$ cat src/rtl/canvas_draw_sequencer.sv
// canvas_draw_sequencer: expands brush/clear commands into one frame-buffer write per clock (optional CMD_BUFFER_EN pending slot)
module canvas_draw_sequencer #(
  parameter int CELL_W     = 80,
  parameter int CELL_H     = 60,
  parameter int CELL_SHIFT = 3,
  parameter int MAX_BRUSH  = 4
) (
  input  logic        clk,
  input  logic        reset,
  input  logic        cmd_valid,
  output logic        cmd_ready,
  input  logic [1:0]  cmd_op,
  input  logic [9:0]  cmd_x,
  input  logic [9:0]  cmd_y,
  input  logic [2:0]  cmd_size,
  input  logic [11:0] cmd_colour,
  output logic        write_en,
  output logic [9:0]  write_x,
  output logic [9:0]  write_y,
  output logic [11:0] write_colour,
  output logic        busy,
  output logic        done
);
  localparam logic [6:0] XMAX = 7'(CELL_W - 1);
  localparam logic [6:0] YMAX = 7'(CELL_H - 1);
  localparam logic [2:0] MB   = 3'(MAX_BRUSH);
  typedef enum logic [1:0] {IDLE, DRAW, DONE} state_t;
  state_t state, state_n;
  logic [6:0] cur_x, cur_y, sx, ex, ey;
  logic [11:0] colour;
  logic [36:0] cmd_word, l_cmd;
  logic [1:0] l_op;
  logic [9:0] l_x, l_y;
  logic [2:0] l_size, l_n;
  logic [11:0] l_colour;
  logic [6:0] l_cx, l_cy, l_ex_raw, l_ey_raw, l_ex, l_ey;
  logic launch, l_zero, l_clr, last;
  assign cmd_word = {cmd_op, cmd_x, cmd_y, cmd_size, cmd_colour};
  assign {l_op, l_x, l_y, l_size, l_colour} = l_cmd;
`ifdef CMD_BUFFER_EN
  logic buf_valid;
  logic [36:0] buf_cmd;
  assign cmd_ready = !buf_valid;
  assign launch = state == IDLE && (buf_valid || cmd_valid);
  assign l_cmd = buf_valid ? buf_cmd : cmd_word;
  // pending slot: filled by commands offered while drawing, drained when the FSM returns to IDLE
  always_ff @(posedge clk) begin
    if (reset) begin
      buf_valid <= 1'b0;
      buf_cmd   <= '0;
    end else if (cmd_valid && cmd_ready && state != IDLE) begin
      buf_valid <= 1'b1;
      buf_cmd   <= cmd_word;
    end else if (state == IDLE && buf_valid) begin
      buf_valid <= 1'b0;
    end
  end
`else
  assign cmd_ready = state == IDLE;
  assign launch = state == IDLE && cmd_valid;
  assign l_cmd = cmd_word;
`endif
  // decode the launching command into a clipped cell rectangle and the next FSM state
  always_comb begin
    l_cx     = 7'(l_x >> CELL_SHIFT);
    l_cy     = 7'(l_y >> CELL_SHIFT);
    l_n      = l_size == 3'd0 ? 3'd1 : (l_size > MB ? MB : l_size);
    l_ex_raw = l_cx + 7'(l_n) - 7'd1;
    l_ey_raw = l_cy + 7'(l_n) - 7'd1;
    l_ex     = l_ex_raw > XMAX ? XMAX : l_ex_raw;
    l_ey     = l_ey_raw > YMAX ? YMAX : l_ey_raw;
    l_clr    = l_op == 2'd1;
    l_zero   = !(l_clr || (l_op == 2'd0 && l_cx <= XMAX && l_cy <= YMAX));
    last     = cur_x == ex && cur_y == ey;
    state_n  = state == IDLE ? (launch ? (l_zero ? DONE : DRAW) : IDLE) :
               state == DRAW ? (last ? DONE : DRAW) : IDLE;
    write_en     = state == DRAW;
    done         = state == DONE;
    busy         = state != IDLE;
    write_x      = {cur_x, {CELL_SHIFT{1'b0}}};
    write_y      = {cur_y, {CELL_SHIFT{1'b0}}};
    write_colour = colour;
  end
  // state register plus row-major cell walker; cursor holds its last cell between commands
  always_ff @(posedge clk) begin
    if (reset) begin
      state  <= IDLE;
      cur_x  <= '0;
      cur_y  <= '0;
      sx     <= '0;
      ex     <= '0;
      ey     <= '0;
      colour <= '0;
    end else begin
      state <= state_n;
      if (state == IDLE && launch && !l_zero) begin
        cur_x  <= l_clr ? 7'd0 : l_cx;
        cur_y  <= l_clr ? 7'd0 : l_cy;
        sx     <= l_clr ? 7'd0 : l_cx;
        ex     <= l_clr ? XMAX : l_ex;
        ey     <= l_clr ? YMAX : l_ey;
        colour <= l_colour;
      end else if (state == DRAW && !last) begin
        cur_x <= cur_x == ex ? sx : cur_x + 7'd1;
        cur_y <= cur_x == ex ? cur_y + 7'd1 : cur_y;
      end
    end
  end
endmodule

$ cat config.mk
export PLATFORM = sky130hd
export DESIGN_NAME = canvas_draw_sequencer
export DESIGN_NICKNAME = d
export VERILOG_FILES = /design/src/rtl/canvas_draw_sequencer.sv
export SDC_FILE = /design/constraint.sdc
export NUM_CORES = 1
export LEC_CHECK = 0
export BUFFER_PORTS_ARGS = -buffer_cell sky130_fd_sc_hd__buf_2
export CAP_MARGIN = 20
export CORE_AREA = 10 10 94 96
export CTS_CLUSTER_DIAMETER = 30
export CTS_CLUSTER_SIZE = 24
export DETAILED_ROUTE_END_ITERATION = 8
export DIE_AREA = 0 0 104 106
export GPL_TIMING_DRIVEN = 0
export PLACE_DENSITY = 0.67
export SYNTH_ARGS = -nofsm -noshare
export SYNTH_HDL_FRONTEND = slang
export SYNTH_SLANG_ARGS = --single-unit
$ cat constraint.sdc
create_clock -name clk -period 5.1 [get_ports clk]
set_input_delay 0.51 -clock clk [delete_from_list [all_inputs] [get_ports clk]]
set_output_delay 0.51 -clock clk [all_outputs]
set_load 0.01 [all_outputs]
### After elaboration in Yosys (flattened, before gate mapping)

Cells that the tools add are included.

| storage, ports and cells | value |
|---|---|
| flip-flop bits (word level) | 49 |
| memories kept | 0 |
| input bits | 40 |
| latch bits | 0 |
| ROM bits | 0 |
| memory bits (writable) | 0 |
| logic and storage cells | 58 |

| cells by class | value |
|---|---|
| multiply operators | 0 |
| add/sub/neg operators | 6 |
| shifts and indexed selects | 0 |
| mux-type cells | 19 |
| order comparisons | 5 |
| bitwise operators | 0 |
| reduce and logical (&&, ||, !) cells | 16 |
| eq/ne operators | 5 |
| divide/modulo/power cells | 0 |

Operators with widths:

| kind | number |
|---|---|
| $mux W7 | 12 |
| $add A7 B1 Y7 const B | 2 |
| $add A7 B3 Y7 | 2 |
| $eq A7 B7 Y1 | 2 |
| $sub A7 B1 Y7 const B | 2 |
| $mux W2 | 5 |
| $gt A7 B6 Y1 const B | 1 |
| $gt A7 B7 Y1 const B | 1 |
| $le A7 B6 Y1 const B | 1 |
| $le A7 B7 Y1 const B | 1 |
| $logic_and A1 B1 Y1 | 7 |
| $mux W3 | 2 |
| $reduce_bool A2 Y1 | 3 |
| $eq A2 B1 Y1 const B | 2 |
| $logic_not A2 Y1 | 2 |
| $gt A3 B3 Y1 const B | 1 |
| $logic_not A3 Y1 | 1 |
| $eq A2 B2 Y1 const B | 1 |
| $reduce_and A2 Y1 | 1 |
| $logic_not A1 Y1 | 1 |
| $logic_or A1 B1 Y1 | 1 |

### Depth between registers and ports, before layout

| logic depth | value |
|---|---|
| depth in word-level cells | 8 |
| gate-level depth with buffers | 13 |
| depth with buffers taken out | 13 |

### Worst setup path before layout

Ideal clock, no wire load.

| timing path | value |
|---|---|
| kind | input port to flip-flop |
| from | input port cmd_size[2] |
| to | register ex[0] |
| cell stages on the path | 12 |
| required time | 4.966 ns |
| setup slack | 2.548 ns |
| arrival | 2.418 ns |
| library setup time | 0.134 ns |
| path buffers | 0 |
| cell sequence | inv_1 nand2_1 ha_1 inv_1 ha_1 fa_1 a21o_1 a21oi_1 xnor2_1 nand2_1 a21boi_1 a211oi_1 |

| between the ends | value |
|---|---|
| word-level cells in the longest chain between the ends | 8 |
| elaborated cells on any way between the ends | 9 |
| classes of those cells | add/sub (2); order compare (2); mux (4); reduce/logical (1) |

Ends and longest elaborated chain:

| element | RTL line | text |
|---|---|---|
| start, declared | 15 | `input logic [2:0] cmd_size,` |
| $gt A3 B3 Y1 | 67 | `l_n = l_size == 3'd0 ? 3'd1 : (l_size > MB ? MB : l_size);` |
| $mux W3 | 67 |  |
| $mux W3 * | 67 |  |
| $add A7 B3 Y7 * | 68 | `l_ex_raw = l_cx + 7'(l_n) - 7'd1;` |
| $sub A7 B1 Y7 * | 68 |  |
| $gt A7 B7 Y1 | 70 | `l_ex = l_ex_raw > XMAX ? XMAX : l_ex_raw;` |
| $mux W7 * | 70 |  |
| $mux W7 * | 100 | `ex <= l_clr ? XMAX : l_ex;` |
| end signal, assigned | 100 |  |
| end, declared | 29 | `logic [6:0] cur_x, cur_y, sx, ex, ey;` |

Every way passes the cells marked *; elsewhere a longest branch is shown, timed or not.
A chain may end at the register's enable or synchronous reset.

### Final worst setup path

| timing path | value |
|---|---|
| from | input port cmd_x[8] |
| to | register cur_x[3] |

| between the ends | value |
|---|---|
| word-level cells in the longest chain between the ends | 6 |
| elaborated cells on any way between the ends | 7 |
| classes of those cells | order compare (1); mux (1); reduce/logical (5) |

Ends and longest elaborated chain:

| element | RTL line | text |
|---|---|---|
| start, declared | 13 | `input logic [9:0] cmd_x,` |
| $le A7 B7 Y1 * | 73 | `l_zero = !(l_clr \|\| (l_op == 2'd0 && l_cx <= XMAX && l_cy <= YMAX));` |
| $logic_and A1 B1 Y1 * (2 in a row) | 73 |  |
| $logic_or A1 B1 Y1 * | 73 |  |
| $logic_and A1 B1 Y1 * | 96 | `if (state == IDLE && launch && !l_zero) begin` |
| $mux W7 / $reduce_bool A2 Y1 (equally long branches) | - |  |
| end signal, assigned | 97 | `cur_x <= l_clr ? 7'd0 : l_cx;` |
| end signal, assigned | 104 | `cur_x <= cur_x == ex ? sx : cur_x + 7'd1;` |
| end, declared | 29 |  |

Marked as above.

==> reports/summary.txt <==
Status: complete, no violations
Clk_lat worst skew: 0.31 ns
Detailed Route Iter0 Violations: 119
Commonest cells in the netlist: nand2_1, dfxtp_1, inv_1
Syn. warnings: 0
Total wire length: 8310 um
Critical R2R Launch: cur_x[3]
Final ANT Viol Nets: 0
Nets: 522
Simple-Gate Fraction of Synth Area: 18.9%
Final Cycle Share: 51.0%
WP data required: 5.31 ns
Critical Path Max Stage Delay: 0.40 ns
Die Area: 11000 sq um
Port bufs: 62
Die height: 106 um
Global Route Usage Sum: 14.6%
Clock share of power: 31.2%
Grt ovf: 0
Seq/Total Area, Yosys: 32.0%
Layout cells sized above 1: 19.5%
Hold Fails Final Rpt: 0
Tightest Pin Transition: 0.639 ns
Top Ports: 76
Largest net degree at the start of global routing: 17
Min-delay worst type: in -> reg
Synth async-reset ratio: 0%
Number of global-route vias before repair: 2903
Max FO, Critical Path: 10
Rows: 31
Peak supply drop: 0.000139 V
Hold endpoint: write_colour[11]
Largest cells by area after synthesis: dfxtp_1, ha_1, nand2_1
Filler cell count in the final layout: 706
Via count: 2906
WP data arrival: 2.81 ns
Area leader, netlist: dfxtp_1
Setup-failing EPs final: 0
Synthesized flop and latch total: 49
Worst clock skew: 0.0101 ns
Total power draw: 1.08 mW
CTS root buffer: clkbuf_8
Logic pwr share: 28.4%
Crit-path cells: buf_2, inv_1, ha_1, a21o_1, a31oi_1, o221ai_1, nor3_1, clkbuf_1, nand2_1, a311oi_1
DRC viols: 0
Core area: 7060 sq um
Post-synthesis adder-cell area fraction: 11.1%
EDFF count, synth: 0
RSZ-0062 raised after global routing: no
Library cells used by synthesis: 52
Gpl congestion: 0.848
Sequential Power Share: 40.4%
Worst Reg-to-Reg Cells: 7
HPWL after detailed placement: 6600 um
Avg WL per Cell: 14.9 um
Most frequent cell after synthesis: nand2_1
Die Wd: 104 um
Sw Pwr: 0.346 mW
Crit path depth: 10
Total CTS buffers: 5
CTS tree: built
Post-CTS sizing: 0
H-tree depth: 2
Initial antenna violation count: 0
Post-Synthesis Cells: 382
Main combinational cell family by area after synthesis: compound AO/OA/AOI/OAI gates
Int Power: 0.735 mW
Leakage: 1.75 nW
Synth Area per Inst: 8.03 sq um
PwrDens: 295 nW/um^2
Setup bufs post-CTS: 0
Yosys top cell area share: 32.0%
Drt first pass iters: 4
Tmin final: 2.60 ns
Compound-Gate Fraction of Synth Area: 19.6%
Hold Buf Count CTS: 0
Top_reg_cell synth: dfxtp_1
Max-slew headroom: 57.4%
Max cap viols: 0
Fin. max-slew vios: 0
Area Overhead vs Synth: 19.2%
CTS clk-pin slew, worst paths: 0.10 ns
ANT cells: 0
R2R Path End: cur_y[1]
Routed vias/inst: 5.23
Mux contribution to synthesized area: 1.22%
Reg-to-reg slack, setup: 2.66 ns
Crit path buffers/inverters: 3
Hold depth: 3
Post-Synth XOR/XNOR Area: 8.28%
WS Path Type: in -> reg
Global-route wire length before repair: 13600 um
Crit path max-delay family: compound AO/OA/AOI/OAI gates
Synthesized area: 3070 sq um
Sink Count: 49
Crit start category: input port
CTS max path bufs: 2
CP max-delay cell: clkbuf_1
Hold_sp: cmd_colour[11]
Setup TNS: 0 ns
Worst setup EP type: register
Achievable Freq: 0.385 GHz
Initial Util: 43.5%
Sw Ratio: 32.0%
-- how the worst max path moves through the flow --
stage                     start       end  slack, ns
floorplan           cmd_size[2]     ex[0]       2.55
global placement    cmd_size[2]     ex[2]       2.20
detailed placement  cmd_size[2]     ex[1]       2.19
CTS                 cmd_size[2]     ex[1]       2.50
global route           cmd_x[8]  cur_x[2]       2.28
finish                 cmd_x[8]  cur_x[3]       2.50
-- per-stage QoR --
| stage | area [sq um] | cells | hold slack [ns] | utilization [%] | setup WS, ns |
|---|---|---|---|---|---|
| finish | 3660 | 556 | 0.427 | 51.8 | 2.50 |
| global route | 3660 | 556 | 0.425 | 51.8 | 2.28 |
| CTS | 3660 | 556 | 0.421 | 51.8 | 2.50 |
| detailed placement | 3520 | 548 | 0.443 | 49.9 | 2.19 |
| global placement | 3520 | 548 | 0.439 | 49.9 | 2.20 |
| floorplan | 3090 | 387 | 0.432 | - | 2.55 |
-- sequential cells by signal (all words and copies together), names as in the netlist --
register	count
cur_y	7
write_colour	12
ey	7
cur_x	7
state	2
sx	7
ex	7
-- cell usage in the layout (no fill, tap or decap), types with 9 or more instances in the layout --
cell type,count
clkbuf_1,12
inv_1,40
xor2_1,20
xnor2_1,9
buf_2,68
nor2_1,18
ha_1,24
a31oi_1,9
nand3_1,10
a21oi_1,25
dfxtp_1,49
a211oi_1,10
nand2_1,53
-- layout make-up --
type | count | area, sq um | area share [%]
Inverter | 40 | 150 | 4.10
Clock inverter | 3 | 68.8 | 1.88
Multi-Input combinational cell | 274 | 1840 | 50.2
Clock buffer | 5 | 68.8 | 1.88
Tap cell | 99 | 124 | 3.39
Buffer | 24 | 120 | 3.28
Timing Repair Buffer | 62 | 310 | 8.48
Sequential cell | 49 | 981 | 26.8
-- cell families (layout without fill, tap and decap cells) --
kind of cell               after synthesis  in the layout
other                                    1              6
DFF                                     49             49
muxes                                    3              3
xor gates and xnor gates                29             29
adders and majority gates               26             26
buffers and inverters                   64            134
AOI/OAI and AO/OA                       89             89
and+or+nand+nor                        121            121
-- metal layers --
metal	wire length, um	global-route usage, %	up-vias
met3	343	2.84	9
met5	0	0	-
met2	4170	25.9	88
li1	-	-	1461
met1	3690	17.3	1348
met4	102	4.67	0
-- worst min-delay path, stage by stage --
cell,delay [ns]
buf_2,0.09
nand2_1,0.04
a21oi_1,0.05
-- power groups by stage --
stage,clock network [mW],logic [mW],registers (mW)
2_1_floorplan,0,0.210,0.447
3_3_place_gp,0,0.301,0.445
3_5_place_dp,0,0.305,0.445
4_1_cts,0.341,0.307,0.437
5_1_grt,0.355,0.347,0.440
6_report,0.337,0.306,0.437
No activity file was read; power rests on OpenSTA's default activity.
